File: src/rtl/game_pkg.sv
// game_pkg: types and constants shared by shot_responder and the game controller.
//   msg_t      reply code carried on msg_out (NONE/MISS/HIT/DEFEAT)
//   state_t    responder FSM state encoding (ST_IDLE..ST_DEFEAT)
//   addr_row / addr_col  extract the row/col fields of an 8-bit cell address
package game_pkg;

  typedef enum logic [1:0] {
    MSG_NONE   = 2'b00,
    MSG_MISS   = 2'b01,
    MSG_HIT    = 2'b10,
    MSG_DEFEAT = 2'b11
  } msg_t;

  typedef logic [1:0] state_t;

  localparam state_t ST_IDLE   = 2'd0;
  localparam state_t ST_LOOKUP = 2'd1;
  localparam state_t ST_REPLY  = 2'd2;
  localparam state_t ST_DEFEAT = 2'd3;

  // Address layout: [7:4] row, [3:0] col
  localparam int unsigned ADDR_ROW_MSB = 7;
  localparam int unsigned ADDR_ROW_LSB = 4;
  localparam int unsigned ADDR_COL_MSB = 3;
  localparam int unsigned ADDR_COL_LSB = 0;

  function automatic logic [3:0] addr_row(input logic [7:0] addr);
    return addr[ADDR_ROW_MSB:ADDR_ROW_LSB];
  endfunction

  function automatic logic [3:0] addr_col(input logic [7:0] addr);
    return addr[ADDR_COL_MSB:ADDR_COL_LSB];
  endfunction

endpackage

File: src/rtl/board_map.sv
// board_map: ship and shot bitmaps for the own board.
//   clk, rst           clock, asynchronous active-high reset (clears both maps)
//   clear              synchronous clear of both maps (wins over the set strobes)
//   set_ship/ship_idx  mark a cell as ship
//   set_shot/shot_idx  mark a cell as already shot
//   rd_idx             combinational read index -> rd_ship, rd_shot
module board_map #(
  parameter int unsigned CELLS = 100,
  parameter int unsigned IDX_W = 7
) (
  input  logic             clk,
  input  logic             rst,
  input  logic             clear,
  input  logic             set_ship,
  input  logic [IDX_W-1:0] ship_idx,
  input  logic             set_shot,
  input  logic [IDX_W-1:0] shot_idx,
  input  logic [IDX_W-1:0] rd_idx,
  output logic             rd_ship,
  output logic             rd_shot
);

  logic [CELLS-1:0] r_ship;
  logic [CELLS-1:0] r_shot;

  always_ff @(posedge clk or posedge rst) begin
    if (rst) begin
      r_ship <= '0;
      r_shot <= '0;
    end else if (clear) begin
      r_ship <= '0;
      r_shot <= '0;
    end else begin
      if (set_ship) r_ship[ship_idx] <= 1'b1;
      if (set_shot) r_shot[shot_idx] <= 1'b1;
    end
  end

  assign rd_ship = r_ship[rd_idx];
  assign rd_shot = r_shot[rd_idx];

endmodule

File: src/rtl/shot_responder.sv
// shot_responder: answers opponent shots against the own board.
//   clk, rst     clock, asynchronous active-high reset
//   new_game     synchronous clear of maps/counter, back to IDLE (highest priority)
//   place_en, place_addr   mark a ship cell (IDLE only, dropped if a shot is accepted)
//   shot_valid, shot_addr, shot_ready   shot handshake
//   msg_out, msg_valid, msg_ack         reply handshake (MISS/HIT/DEFEAT)
//   hits_taken   distinct own ship cells hit (saturates at SHIP_CELLS)
//   defeated     all ship cells hit; responder parked until rst/new_game
module shot_responder
  import game_pkg::*;
#(
  parameter int unsigned BOARD_DIM  = 10,
  parameter int unsigned SHIP_CELLS = 20
) (
  input  logic       clk,
  input  logic       rst,
  input  logic       new_game,
  input  logic       place_en,
  input  logic [7:0] place_addr,
  input  logic       shot_valid,
  input  logic [7:0] shot_addr,
  output logic       shot_ready,
  output logic [1:0] msg_out,
  output logic       msg_valid,
  input  logic       msg_ack,
  output logic [4:0] hits_taken,
  output logic       defeated
);

  localparam int unsigned CELLS = BOARD_DIM * BOARD_DIM;
  localparam int unsigned IDX_W = (CELLS > 1) ? $clog2(CELLS) : 1;

  state_t     r_state;
  logic [7:0] r_addr;
  msg_t       r_msg;
  logic [4:0] r_hits;

  logic             w_shot_in_range;
  logic             w_place_in_range;
  logic [IDX_W-1:0] w_shot_idx;
  logic [IDX_W-1:0] w_place_idx;
  logic             w_rd_ship;
  logic             w_rd_shot;
  logic             w_hit;
  logic [4:0]       w_hits_next;
  msg_t             w_result;
  logic             w_set_ship;
  logic             w_set_shot;

  // Range check done one bit wider so BOARD_DIM=16 still compares correctly.
  assign w_shot_in_range  = ({1'b0, addr_row(r_addr)} < 5'(BOARD_DIM)) &&
                            ({1'b0, addr_col(r_addr)} < 5'(BOARD_DIM));
  assign w_place_in_range = ({1'b0, addr_row(place_addr)} < 5'(BOARD_DIM)) &&
                            ({1'b0, addr_col(place_addr)} < 5'(BOARD_DIM));

  // Out-of-range addresses map to index 0; every use is gated by the range flag.
  assign w_shot_idx  = w_shot_in_range
                     ? IDX_W'(addr_row(r_addr)) * IDX_W'(BOARD_DIM) + IDX_W'(addr_col(r_addr))
                     : '0;
  assign w_place_idx = w_place_in_range
                     ? IDX_W'(addr_row(place_addr)) * IDX_W'(BOARD_DIM) + IDX_W'(addr_col(place_addr))
                     : '0;

  assign w_set_ship = (r_state == ST_IDLE) && place_en && !shot_valid && w_place_in_range;
  assign w_set_shot = (r_state == ST_LOOKUP) && w_shot_in_range;

  board_map #(
    .CELLS (CELLS),
    .IDX_W (IDX_W)
  ) u_map (
    .clk      (clk),
    .rst      (rst),
    .clear    (new_game),
    .set_ship (w_set_ship),
    .ship_idx (w_place_idx),
    .set_shot (w_set_shot),
    .shot_idx (w_shot_idx),
    .rd_idx   (w_shot_idx),
    .rd_ship  (w_rd_ship),
    .rd_shot  (w_rd_shot)
  );

  assign w_hit       = w_shot_in_range && w_rd_ship && !w_rd_shot;
  assign w_hits_next = (r_hits < 5'(SHIP_CELLS)) ? r_hits + 5'd1 : r_hits;

  always_comb begin
    w_result = MSG_MISS;
    if (w_hit) begin
      w_result = (w_hits_next == 5'(SHIP_CELLS)) ? MSG_DEFEAT : MSG_HIT;
    end
  end

  always_ff @(posedge clk or posedge rst) begin
    if (rst) begin
      r_state <= ST_IDLE;
      r_addr  <= '0;
      r_msg   <= MSG_NONE;
      r_hits  <= '0;
    end else if (new_game) begin
      r_state <= ST_IDLE;
      r_msg   <= MSG_NONE;
      r_hits  <= '0;
    end else begin
      case (r_state)
        ST_IDLE: begin
          if (shot_valid) begin
            r_addr  <= shot_addr;
            r_state <= ST_LOOKUP;
          end
        end
        ST_LOOKUP: begin
          r_msg   <= w_result;
          if (w_hit) r_hits <= w_hits_next;
          r_state <= ST_REPLY;
        end
        ST_REPLY: begin
          if (msg_ack) r_state <= (r_msg == MSG_DEFEAT) ? ST_DEFEAT : ST_IDLE;
        end
        ST_DEFEAT: r_state <= ST_DEFEAT;
        default:   r_state <= ST_IDLE;
      endcase
    end
  end

  assign shot_ready = (r_state == ST_IDLE);
  assign msg_valid  = (r_state == ST_REPLY);
  assign msg_out    = msg_valid ? r_msg : MSG_NONE;
  assign hits_taken = r_hits;
  assign defeated   = (r_state == ST_DEFEAT);

endmodule

File: config.mk
export PLATFORM = sky130hd
export DESIGN_NAME = shot_responder
export DESIGN_NICKNAME = d
export VERILOG_FILES = /design/src/rtl/game_pkg.sv /design/src/rtl/board_map.sv /design/src/rtl/shot_responder.sv
export SDC_FILE = /design/constraint.sdc
export NUM_CORES = 1
export LEC_CHECK = 0
export ABC_AREA = 1
export BUFFER_PORTS_ARGS = -buffer_cell sky130_fd_sc_hd__buf_2
export CAP_MARGIN = 10
export CORE_MARGIN = 8
export CORE_UTILIZATION = 50
export CTS_CLUSTER_DIAMETER = 50
export DETAILED_ROUTE_END_ITERATION = 10
export PLACE_DENSITY = 0.66
export SKIP_LAST_GASP = 1
export SYNTH_ARGS = -nofsm -noshare
export SYNTH_HDL_FRONTEND = slang
export SYNTH_HIERARCHICAL = 1
export SYNTH_SLANG_ARGS = --single-unit
export TNS_END_PERCENT = 20
File: constraint.sdc
create_clock -name clk -period 9.5 [get_ports clk]
set_input_delay 1.9 -clock clk [delete_from_list [all_inputs] [get_ports clk]]
set_output_delay 1.9 -clock clk [all_outputs]
set_load 0.03 [all_outputs]
Yosys cells after proc, flatten, opt, wreduce, memory -nomap -nowiden
Index checks and enable logic that the tools add are counted.

storage, ports and cells
  bits in registers = 217
  input port bits = 22
  word-level logic and storage cells = 78

cells by class
  $add $sub $neg = 3
  multipliers = 2
  $lt $le $gt $ge = 9
  equality and inequality tests = 7
  multiplexer cells = 28
  bitwise operators = 3
  reduce and logical (&&, ||, !) cells = 20

operators by type and width
  cell                   count
  $mux W100              4
  $or A100 B100 Y100     2
  $mux W5                4
  $lt A4 B4 Y1 const B   4
  $lt A7 B8 Y1 const B   2
  $mux W2                8
  $add A7 B4 Y7          2
  $bmux W1 S7            2
  $demux W1 S7           2
  $ge A7 B1 Y1 const B   2
  $mux W7                2
  $mul A4 B3 Y6 const B  2
  $logic_and A1 B1 Y1    10
  $pmux W2 S4            1
  $reduce_bool A2 Y1     4
  $eq A2 B2 Y1 const B   3
  $add A5 B1 Y5 const B  1
  $eq A5 B5 Y1 const B   1
  $lt A5 B5 Y1 const B   1
  $mux W1                5
  $reduce_and A2 Y1      2
  $ne A3 B2 Y1 const B   1
  $ne A3 B3 Y1 const B   1
  $reduce_and A3 Y1      1
  4 further kinds        5

Longest topological paths before layout
Gate-level depths: netlist of run 1.

  depth after elaboration = 10
  depth in mapped cells = 22
  mapped depth without buffers = 20

Modules after synthesis
Netlist of run 1, hierarchy kept.

by module, submodules not included
  module          times used  cells each  area an instance (um^2)  seq. area each (um^2)
  board_map       1           1320        10049.6                  5004.8
  shot_responder  1           168         1392.6                   425.4

Worst setup path after synthesis of run 1
OpenSTA, ideal clock, no wires.

  kind = in2reg
  start point = input port place_addr[5]
  end point = register u_map.r_ship[0]
  setup time = 78 ps
  arrival = 3940 ps
  required time = 9422 ps
  path slack = 5482 ps
  cell stages on the path = 11
  path buffers = 0
  path through = ha_1 -> ha_1 -> fa_1 -> inv_1 -> nor3_1 -> nor3_1 -> inv_1 -> nand2_1 -> nor3_2 -> nand4_1 -> a21oi_1

between the ends
  cells in the longest elaborated chain, start to end = 10

RTL lines
  what                                                                       line                                        source
  from (decl)                                                                shot_responder.sv:19                        input logic [7:0] place_addr,
  $mul A4 B3 Y6 / $lt A4 B4 Y1 (equally long branches)                       shot_responder.sv:61, shot_responder.sv:53
  $add A7 B4 Y7 / $logic_and A1 B1 Y1 (equally long branches)                shot_responder.sv:61, shot_responder.sv:53
  $mux W7 (*)                                                                shot_responder.sv:61                        ? IDX_W'(addr_row(place_addr)) * IDX_W'(BOARD_DIM) + IDX_W'(addr_col(place_addr))
  net w_place_idx[6]                                                         shot_responder.sv:41                        logic [IDX_W-1:0] w_place_idx;
  $lt A7 B8 Y1 (not written as such) / $ge A7 B1 Y1 (equally long branches)  board_map.sv:34                             if (set_ship) r_ship[ship_idx] <= 1'b1;
  $logic_and A1 B1 Y1 (not written as such)                                  board_map.sv:34
  $mux W1 (not written as such)                                              board_map.sv:34
  $demux W1 S7 (*)                                                           n/a
  $or A100 B100 Y100 (no line) (*)                                           n/a
  $mux W100 (*)                                                              board_map.sv:34
  $mux W100 (*)                                                              board_map.sv:30                             end else if (clear) begin
  to (signal assigned)                                                       board_map.sv:28                             r_ship <= '0;
  to (signal assigned)                                                       board_map.sv:31                             r_ship <= '0;
  to (signal, indexed assignment)                                            board_map.sv:34
  to (decl)                                                                  board_map.sv:23                             logic [CELLS-1:0] r_ship;

The timed path passes the listed nets; every way through them passes the cells marked *. The select of a mux whose other input is x is not followed.
A chain may end at the register's enable or synchronous reset.

Worst setup path after layout of run 1
  start point = input port place_addr[1]
  end point = register u_map.r_ship[62]

between the ends
  cells in the longest elaborated chain, start to end = 10

RTL lines
  what                                                                       line
  parallel branches: the longest is 2 deep, another holds $add A7 B4 Y7      n/a
  $mux W7 (*)                                                                shot_responder.sv:61
  net w_place_idx[2]                                                         shot_responder.sv:41
  $lt A7 B8 Y1 (not written as such) / $ge A7 B1 Y1 (equally long branches)  board_map.sv:34
  $logic_and A1 B1 Y1 (not written as such)                                  board_map.sv:34
  $mux W1 (not written as such)                                              board_map.sv:34
  $demux W1 S7 (*)                                                           n/a
  $or A100 B100 Y100 (no line) (*)                                           n/a
  $mux W100 (*)                                                              board_map.sv:34
  $mux W100 (*)                                                              board_map.sv:30

Mark *: on every way through the listed nets, which the timed path passes. The select of a mux whose other input is x is not followed.

==> results of run 1 <==
-- through the flow --
stage	hold slack, ns	power [mW]	worst slack (ns)	std cells	util, %
2_1_floorplan	0.4574	1.902	2.146	1488	-
3_5_place_dp	0.4768	2.214	4.489	1740	51.87
4_1_cts	0.4903	3.162	5.042	1786	55.47
6_report	0.4874	3.148	5.036	1786	55.47
3_3_place_gp	0.4711	2.208	4.612	1740	51.87
5_1_grt	0.5051	3.327	4.607	1786	55.47
-- area by class of cell --
class | instances | area, µm²
well taps | 285 | 356.6
fillers | 2171 | 10050
clock inverters | 10 | 62.56
flip-flops and latches | 217 | 5430
clock buffers | 36 | 749.5
repair buffers | 44 | 259.0
multi-input cells | 1006 | 4950
inverters | 188 | 713.2
-- final timing paths --
kind,end,slack [ns],cells after the start
max,u_map/r_ship[62]$_DFFE_PP0P_,5.04,9
min,u_map/r_ship[98]$_DFFE_PP0P_,0.49,2
max reg2reg,hits_taken[2]$_DFFE_PP0P_,5.46,21
min reg2reg,u_map/r_ship[98]$_DFFE_PP0P_,0.49,2
max in group asynchronous,u_map/r_ship[25]$_DFFE_PP0P_,6.34,3
min in group asynchronous,r_addr[1]$_DFFE_PP0P_,1.51,2
-- metal layers --
layer,wire (µm),vias to the layer above,part of all wire [%],track usage (%)
met1,13970,4641,47,30.06
met4,586,0,2.0,5.357
met5,0,-,0,0
met2,13450,289,46,33.22
met3,1523,44,5.2,2.210
li1,-,4741,-,-
-- report_power, final --
group	total (mW)	leakage (nW)	internal [mW]	switching, mW
Sequential	0.962	3.01	0.944	0.0184
Combinational	1.25	2.30	0.325	0.921
Clock	0.940	0.400	0.549	0.390
-- cell usage in the layout (no fill, tap or decap), drive strengths merged, types with 15 or more instances in the layout --
cell type	n
o21ai	27
buf	44
a21oi	210
inv	189
nor3	18
nor2	150
nor4	16
clkbuf	36
nand2	391
nand3	127
dfrtp	217
o211ai	15
-- state kept, by name, indices dropped and copies added, names as in the netlist --
signal / count
u_map/r_ship: 100
u_map/r_shot: 100
r_addr: 8
hits_taken: 5
r_msg: 2
r_state: 2
-- worst register-to-register path: stages (launching register included) --
cell and delay, ns:
dfrtp_1 0.44, o21ai_1 0.19, nand2_2 0.20, nor2_4 0.13, buf_4 0.58, inv_2 0.56, buf_4 0.44, nand2_1 0.14
nand3_1 0.08, nand2_1 0.12, nand2_1 0.05, nand2_1 0.09, inv_1 0.05, nand2_1 0.11, nand2_1 0.06, nand3_1 0.09
nor2_1 0.05, nor2_1 0.08, inv_1 0.07, nand3_4 0.12, nand2_1 0.12, o21ai_0 0.19
-- logic make-up after synthesis --
| group | synth area share (%) |
|---|---|
| compound gates | 12.30 |
| xor+xnor | 0.3062 |
| fa+ha+maj | 2.121 |
| buf+inv | 10.01 |
| flops | 47.46 |
| mux | 0.6889 |
| simple gates | 27.12 |
==> flow_summary_export.csv, run 1 <==
group,metric,value,unit
global_routing,grt_pass1_wl,48710,µm
placement,placed_cell_area,11710,µm²
worst_setup_path,critical_path.endpoint_type,"flip-flop",
synth,synth_commonest_cells,"nand2_1, dfrtp_1, a21oi_1",
sta,rsz0062_at_grt,"no",
global_routing,grt_usage,20.89,%
hold_path,worstHoldStart,"u_map/r_ship[98]$_DFFE_PP0P_",
synth,syn_inst,1488,
power,leakagePower,5.711,nW
placement,io_buffers,31,
global_routing,grt_max_degree,120,
detailed_routing,ant_nets,0,
clocking,cts_made_buffers,27,
synth,postSynthNetCount,1527,
final_layout,area_growth,9.426,%
detailed_routing,drt_iter0_drc,1074,
run_status,status,"finished, final reports clean",
sta,hold_viol_final,0,
die,die_w,167.3,µm
job,cap_violations,0,
final_layout,antenna_cells,0,
synth,yosys.area.top_type,"dfrtp_1",
die,die_h,167.3,µm
sta,period_share,46.99,%
synth,yosysMostFrequentCell,"nand2_1",
clocking,clockRootBuffer,"clkbuf_16",
worst_setup_path,slowest_stage,"nor4_2",
worst_setup_path,crit_path_max_fanout,11,
global_routing,grt_overflow,0,
worst_setup_path,cp.arrival,4.90,ns
clocking,clk_path_buf_depth,3,
synth,ys_seq_elements,217,
die,ios,32,
worst_setup_path,cp_top_family,"simple AND/OR/NAND/NOR gates",
synth,yosysUniqueCellTypes,40,
power,ir_drop,225.6,µV
detailed_routing,post_drt_via_cell_ratio,5.440,
worst_setup_path,critPathLaunchType,"primary input",
die,initial_core_util,50.69,%
clocking,cts_resized,0,
synth,ys.flop_type,"dfrtp_1",
sta,maxSlewHeadroom,27.50,%
clocking,cts.sinks,217,
sta,slew_violations,0,
detailed_routing,wl,29530,µm
placement,gp_congestion,0.8094,
sta,fin_skew,0.01559,ns
synth,synthTopCellsByArea,"dfrtp_1, nand2_1, a21oi_1",
synth,yosysWarningCount,6,
sta,setup_tns,0,ns
synth,synth_edf_count,0,
worst_setup_path,regToRegStartpoint,"r_addr[5]$_DFFE_PP0P_",
hold_path,hp-class,"reg -> reg",
synth,syn_area,11440,µm²
synth,async_flop_share,100.0,%
detailed_routing,drc,0,
sta,finalSetupViolCount,0,
die,die-area,27980,µm²
placement,hpwl,17450,µm
worst_setup_path,crit_chain,"buf_2 > ha_1 > fa_1 > inv_1 > nor2_1 > inv_2 > nor4_2 > nand2_1 > a21oi_1",
sta,timing.final.crit_period,4.464,ns
detailed_routing,dr_total_vias,9715,
power,p_per_area,251.4,nW/µm²
detailed_routing,dr.pass1.iters,5,
sta,tightestPinTransition,1.086,ns
clocking,clkLatencyLatePin,0.54,ns
global_routing,antenna_found_initial,0,
detailed_routing,wl_per_cell,16.53,µm
die,core_area,22570,µm²
clocking,clk_pin_slew,0.06,ns
final_layout,nets,1523,
sta,max_freq,224.0,MHz
final_layout,stdcell_area,12520,µm²
synth,synth_top_area_share,47.46,%
worst_setup_path,slowest_delay,0.97,ns
worst_setup_path,path_buf_inv,3,
clocking,h-tree-depth,1,
global_routing,grt_pass1_vias,9348,
worst_setup_path,startpoint,"place_addr[1]",
clocking,cts_tree,"built",
worst_setup_path,critPathKind,"in -> reg",
die,rows,55,
clocking,cts_setup_buffers,0,
synth,ys_seq_area_share,47.46,%
clocking,cts_hold_buf,0,
worst_setup_path,critPathRequiredTime,9.94,ns
synth,synth_area_per_cell,7.690,µm²
final_layout,drive_gt1_share,9.527,%
No activity file was read; power rests on OpenSTA's default activity.
==> inputs of run 2 (changes only) <==
--- a/config.mk
+++ b/config.mk
@@ -5,7 +5,7 @@
 export SDC_FILE = /design/constraint.sdc
 export NUM_CORES = 1
 export LEC_CHECK = 0
-export ABC_AREA = 1
+export ABC_AREA = 0
 export BUFFER_PORTS_ARGS = -buffer_cell sky130_fd_sc_hd__buf_2
 export CAP_MARGIN = 10
 export CORE_MARGIN = 8
==> constraint.sdc (replaced) <==
create_clock -name clk -period 4.31 [get_ports clk]
set_input_delay 0.862 -clock clk [delete_from_list [all_inputs] [get_ports clk]]
set_output_delay 0.862 -clock clk [all_outputs]
set_load 0.03 [all_outputs]
==> run 2 against run 1 <==
- sequential share of layout area increased by 2.5 points
- core utilization rose by 3.1 points
- non-clock buffer count grew 27
- power increased by 82%
- register-to-register slack lost 5.1 ns
- clock-buffer cell count grew 1
- cell count down 25%
==> flow_summary_export.csv, run 2 <==
group,metric,value,unit
run_status,status,"finished, final reports clean",
placement,gp_congestion,0.7928,
sta,maxSlewHeadroom,27.76,%
worst_setup_path,r2r_cells,14,
clocking,clkLatencyLatePin,0.53,ns
synth,yosysWarningCount,6,
final_layout,antenna_cells,0,
final_layout,final_common_cell,"nor2_1",
final_layout,area_growth,14.68,%
synth,ys_seq_area_share,52.56,%
die,die_w,159.8,µm
final_layout,stdcell_area,11850,µm²
sta,slew_violations,0,
worst_setup_path,critPathRequiredTime,4.75,ns
detailed_routing,wl_met3,1481,µm
placement,dp_cells,1283,
hold_path,hp-class,"in -> async",
synth,ys_seq_elements,217,
sta,tightestPinTransition,1.080,ns
final_layout,drive_gt1_share,16.75,%
worst_setup_path,critical_path.endpoint_type,"flip-flop",
detailed_routing,drc,0,
die,initial_core_util,51.06,%
detailed_routing,drt_iter0_drc,651,
sta,hold_viol_final,0,
die,core_area,20230,µm²
worst_setup_path,critPathLaunchType,"flip-flop",
die,die_h,159.8,µm
synth,postSynthNetCount,1044,
detailed_routing,dr_total_vias,7844,
synth,syn_area,10330,µm²
power,p_per_area,483.3,nW/µm²
sta,max_freq,250.5,MHz
worst_setup_path,critPathKind,"reg -> reg",
job,cap_violations,0,
sta,fin_skew,0.01813,ns
synth,yosysMostFrequentCell,"nor2_1",
final_layout,nFillCells,1720,
die,die-area,25520,µm²
worst_setup_path,crit-reg2reg-capture,"hits_taken[3]$_DFFE_PP0P_",
global_routing,grt_overflow,0,
clocking,h-tree-depth,1,
placement,io_buffers,31,
placement,hpwl,16010,µm
die,ios,32,
synth,ys.flop_type,"dfrtp_1",
worst_setup_path,cp.arrival,4.43,ns
synth,yosysUniqueCellTypes,52,
final_layout,nets,1083,
synth,async_flop_share,100.0,%
final_layout,final_cells,1333,
sta,timing.final.ws_setup,0.3181,ns
placement,pre_cts_slack,0.3082,ns
clocking,cts_hold_buf,0,
synth,synth_area_per_cell,10.28,µm²
sta,timing.hold.ws,0.4738,ns
worst_setup_path,startpoint,"r_addr[5]$_DFFE_PP0P_",
detailed_routing,dr_wl_met2,11880,µm
synth,synth_top_area_share,52.56,%
power,ir_drop,362.2,µV
worst_setup_path,regToRegStartpoint,"r_addr[5]$_DFFE_PP0P_",
worst_setup_path,crit_path_max_fanout,8,
worst_setup_path,endpoint,"hits_taken[3]$_DFFE_PP0P_",
sta,setup_tns,0,ns
detailed_routing,ant_nets,0,
sta,finalSetupViolCount,0,
global_routing,antenna_found_initial,0,
detailed_routing,top_layer,"met4",
clocking,clk_pin_slew,0.06,ns
global_routing,grt_usage,20.34,%
die,rows,52,
final_layout,reg_top3,"u_map/r_ship: 100 flops, u_map/r_shot: 100 flops, r_addr: 8 flops",
detailed_routing,drt-met1-wl,11880,µm
detailed_routing,wl_per_cell,19.34,µm
power,leakagePower,5.314,nW
worst_setup_path,regToRegSetupSlack,0.32,ns
clocking,clockRootBuffer,"clkbuf_16",
synth,synth_edf_count,0,
sta,timing.final.crit_period,3.992,ns
detailed_routing,wl,25780,µm
global_routing,grt_pass1_vias,7893,
detailed_routing,post_drt_via_cell_ratio,5.884,
placement,placed_cell_area,10900,µm²
global_routing,grt_pass1_wl,42760,µm
synth,yosys.area.top_type,"dfrtp_1",
clocking,cts.sinks,217,
clocking,clk_path_buf_depth,3,
clocking,cts_made_buffers,26,
synth,synthTopCellsByArea,"dfrtp_1, a21oi_1, mux4_2",
final_layout,most-common-layout-cells,"nor2_1, dfrtp_1, a21oi_1",
synth,synth_commonest_cells,"nor2_1, dfrtp_1, a21oi_1",
detailed_routing,dr.pass1.iters,5,
clocking,cts_tree,"built",
sta,period_share,92.62,%
sta,rsz0062_at_grt,"no",
global_routing,grt_max_degree,108,
synth,syn_inst,1005,
-- run 2: changes by cell type after synthesis, sizes merged, moves of 10 or more --
cell | previous run | this run
o21ai | 27 | 17
mux4 | 0 | 45
a31oi | 1 | 11
buf | 48 | 15
nand3 | 127 | 4
nor2 | 150 | 244
inv | 188 | 8
nor4 | 16 | 1
nor2b | 0 | 11
clkbuf | 29 | 45
mux2 | 7 | 17
nand2b | 0 | 17
o211ai | 15 | 2
nand2 | 391 | 36
-- run 2: final cells by class --
type | instances | area [µm²] | share of cell area [%]
Clock inverter | 10 | 120.1 | 1.014
Tap cell | 270 | 337.8 | 2.851
Inverter | 8 | 33.78 | 0.2851
Sequential cell | 217 | 5430 | 45.83
Timing Repair Buffer | 71 | 511.7 | 4.319
Multi-Input combinational cell | 720 | 4632 | 39.09
Clock buffer | 37 | 783.3 | 6.610
-- run 2: where the power goes --
part / internal, mW / leakage, nW / switching, mW
logic: 0.471 / 1.85 / 0.898
registers: 2.07 / 3.01 / 0.0298
clock network: 1.39 / 0.452 / 0.870
total: 3.93 / 5.31 / 1.80
-- run 2: timing repair --
item                       CTS  global route
setup endpoints to repair    0             3
setup buffers                0             3
gates resized for setup      0             4
-- run 2: through the flow --
step,utilization [%],total power [mW]
6_report,58.56,5.726
5_1_grt,58.56,5.968
4_1_cts,58.31,5.738
3_5_place_dp,53.85,3.458
3_3_place_gp,53.85,3.452
2_1_floorplan,-,3.050
-- run 2: logic make-up (layout without fill, tap and decap cells) --
kind of cell	after synthesis	after routing	share of synthesized area (%)
DFF	217	217	52.56
muxes	68	68	12.39
AOI/OAI and AO/OA	264	264	13.88
buffers and inverters	68	126	2.894
adders and majority gates	17	17	2.349
xor gates and xnor gates	8	8	0.6782
and+or+nand+nor	363	363	15.26
-- run 2: worst min path at each step --
stage / end / cells after the start / from
2_1_floorplan: u_map/r_ship[21]$_DFFE_PP0P_ / 2 / u_map/r_ship[21]$_DFFE_PP0P_
6_report: r_msg[1]$_DFFE_PP0P_ / 2 / rst
4_1_cts: r_state[1]$_DFFE_PP0P_ / 2 / rst
3_5_place_dp: u_map/r_ship[20]$_DFFE_PP0P_ / 2 / u_map/r_ship[20]$_DFFE_PP0P_
5_1_grt: u_map/r_ship[6]$_DFFE_PP0P_ / 2 / u_map/r_ship[6]$_DFFE_PP0P_
3_3_place_gp: u_map/r_shot[18]$_DFFE_PP0P_ / 2 / u_map/r_shot[18]$_DFFE_PP0P_
-- run 2: critical path, cell delays in order (launching register included) --
cell and delay [ns]:
dfrtp_1 0.44, ha_1 0.32, ha_1 0.21, fa_1 0.49, xnor2_1 0.15, nor2_1 0.24
nor4bb_1 0.51, a221oi_1 0.16, o21ai_0 0.11, a31oi_1 0.06, a32oi_1 0.16, nor2b_1 0.33
nand4_4 0.20, or3_1 0.38, a21oi_1 0.14
-- run 2: routing by layer --
layer / vias to the layer above / GRT usage [%]
met3: 34 / 3.162
li1: 3636 / -
met4: 0 / 5.103
met1: 3926 / 29.28
met2: 248 / 31.74
met5: - / 0
==> inputs of run 3 (changes only) <==
--- a/config.mk
+++ b/config.mk
@@ -8,6 +8,7 @@
 export ABC_AREA = 0
 export BUFFER_PORTS_ARGS = -buffer_cell sky130_fd_sc_hd__buf_2
 export CAP_MARGIN = 10
+export CORE_ASPECT_RATIO = 1.1
 export CORE_MARGIN = 8
 export CORE_UTILIZATION = 50
 export CTS_CLUSTER_DIAMETER = 50
==> run 3 against run 2 <==
- clock power decreased by 12%
- power decreased by 4.5%
- critical path depth unchanged
- core utilization decreased by 1.1 points
- largest cell class unchanged
- combinational power about the same
==> flow_summary_export.csv, run 3 (same netlist as run 2, synthesis figures left out) <==
group,metric,value,unit
power,switching_share,32.28,%
final_layout,nFillCells,1761,
power,total_power,5.470,mW
detailed_routing,dr_total_vias,7951,
sta,timing.final.ws_setup,0.2594,ns
job,cap_violations,0,
final_layout,reg_top3,"u_map/r_ship: 100 flops, u_map/r_shot: 100 flops, r_addr: 8 flops",
worst_setup_path,critPathRequiredTime,4.75,ns
power,ir_drop,289.3,µV
power,p_seq_share,38.3,%
clocking,clk_path_buf_depth,3,
sta,rsz0062_at_grt,"no",
clocking,cts_tree,"built",
global_routing,grt_pass1_vias,7883,
die,ios,32,
clocking,cts.sinks,217,
die,die-area,25530,µm²
die,rows,55,
final_layout,nets,1088,
hold_path,hp-class,"in -> async",
placement,io_buffers,31,
final_layout,final_common_cell,"nor2_1",
sta,fin_skew,0.01444,ns
final_layout,area_growth,13.64,%
final_layout,utilization,57.45,%
sta,hold_viol_final,0,
final_layout,drive_gt1_share,16.59,%
detailed_routing,dr.pass1.iters,5,
detailed_routing,post_drt_via_cell_ratio,6.010,
worst_setup_path,crit_path_max_fanout,8,
sta,finalSetupViolCount,0,
detailed_routing,drc,0,
sta,period_share,93.98,%
die,die_h,166.8,µm
sta,setup_tns,0,ns
clocking,clkLatencyLatePin,0.52,ns
placement,pre_cts_slack,0.2359,ns
run_status,status,"finished, final reports clean",
sta,tightestPinTransition,1.077,ns
sta,timing.final.crit_period,4.051,ns
clocking,clockRootBuffer,"clkbuf_16",
clocking,h-tree-depth,1,
sta,maxSlewHeadroom,27.66,%
worst_setup_path,critPathLaunchType,"flip-flop",
sta,slew_violations,0,
clocking,cts_made_buffers,24,
global_routing,antenna_found_initial,0,
global_routing,grt_max_degree,109,
power,combPwrFrac,25.5,%
power,p_switching,1.766,mW
power,leakagePower,5.281,nW
die,die_w,153.1,µm
placement,gp_congestion,0.8332,
detailed_routing,wl_per_cell,19.97,µm
power,clockPowerShare,36.2,%
detailed_routing,wl,26420,µm
die,core_area,20440,µm²
detailed_routing,drt_iter0_drc,870,
power,p_int,3.704,mW
global_routing,grt_pass1_wl,43680,µm
worst_setup_path,cp.arrival,4.49,ns
clocking,clk_pin_slew,0.06,ns
global_routing,grt_usage,20.92,%
final_layout,most-common-layout-cells,"nor2_1, dfrtp_1, a21oi_1",
worst_setup_path,critical_path.endpoint_type,"flip-flop",
detailed_routing,ant_nets,0,
placement,hpwl,17000,µm
sta,max_freq,246.9,MHz
die,initial_core_util,50.55,%
worst_setup_path,critPathKind,"reg -> reg",
power,p_per_area,465.9,nW/µm²
worst_setup_path,regToRegSetupSlack,0.26,ns
final_layout,antenna_cells,0,
global_routing,grt_overflow,0,
==> run 3: changes by cell type in the layout (fill, tap and decap cells not counted), sizes merged <==
cell / delta
bufinv: -2
clkbuf: -2
inv: -1
clkinv: +2
buf: +7
==> run 3: routing by layer <==
| layer | GRT usage, % | share of wire (%) | vias up |
|---|---|---|---|
| met1 | 30.06 | 45 | 3998 |
| met3 | 2.925 | 5.8 | 50 |
| li1 | - | - | 3639 |
| met5 | 0 | 0 | - |
| met4 | 6.029 | 2.3 | 0 |
| met2 | 32.64 | 47 | 264 |
==> run 3: what timing repair did <==
action / CTS / global route
gates resized for setup: 0 / 2
setup buffers: 0 / 0
endpoints found under the setup margin: 0 / 1
hold buffers: 0 / 0
==> run 3: power by group through the flow <==
stage	combinational (mW)	sequential [mW]	clock [mW]
after floorplan	0.924	2.13	0
after CTS	1.37	2.09	2.02
after detailed placement	1.36	2.13	0
final	1.39	2.09	1.98
after global placement	1.36	2.13	0
after global routing	1.51	2.10	2.10
==> run 3: critical path, cell delays in order, from the launching register on <==
cell      delay (ns)
dfrtp_1         0.46
ha_1            0.33
ha_1            0.21
fa_1            0.49
xnor2_1         0.15
nor2_1          0.26
nor4bb_2        0.47
a221oi_1        0.17
o21ai_0         0.11
a31oi_1         0.07
a32oi_1         0.18
nor2b_1         0.35
nand4_4         0.18
or3_1           0.39
a21oi_1         0.16
==> run 3: area by class of cell <==
type | instances | area, µm² | area share (%)
Sequential cell | 217 | 5430 | 46.25
Multi-Input combinational cell | 720 | 4621 | 39.35
Clock buffer | 35 | 713.2 | 6.074
Timing Repair Buffer | 78 | 564.3 | 4.806
Tap cell | 256 | 320.3 | 2.728
Clock inverter | 9 | 58.81 | 0.5009
Inverter | 8 | 33.78 | 0.2877
==> run 3: path summary, 6_finish.rpt <==
kind                                                 to  depth (start not counted)                         start
setup / recovery              hits_taken[3]$_DFFE_PP0P_                         14         r_addr[5]$_DFFE_PP0P_
hold / removal                    r_addr[2]$_DFFE_PP0P_                          2                           rst
setup reg to reg              hits_taken[3]$_DFFE_PP0P_                         14         r_addr[5]$_DFFE_PP0P_
hold reg to reg            u_map/r_ship[21]$_DFFE_PP0P_                          2  u_map/r_ship[21]$_DFFE_PP0P_
max in group asynchronous  u_map/r_shot[82]$_DFFE_PP0P_                          3                           rst
min in group clk           u_map/r_ship[21]$_DFFE_PP0P_                          2  u_map/r_ship[21]$_DFFE_PP0P_
==> run 3: per-stage QoR <==
step                      hold slack (ns)  area, µm²  std cells
after floorplan                    0.4543      10340       1005
after global placement             0.4700      10960       1279
after detailed placement           0.4752      10960       1279
after CTS                          0.4688      11730       1323
after global routing               0.5055      11740       1323
final                              0.4657      11740       1323
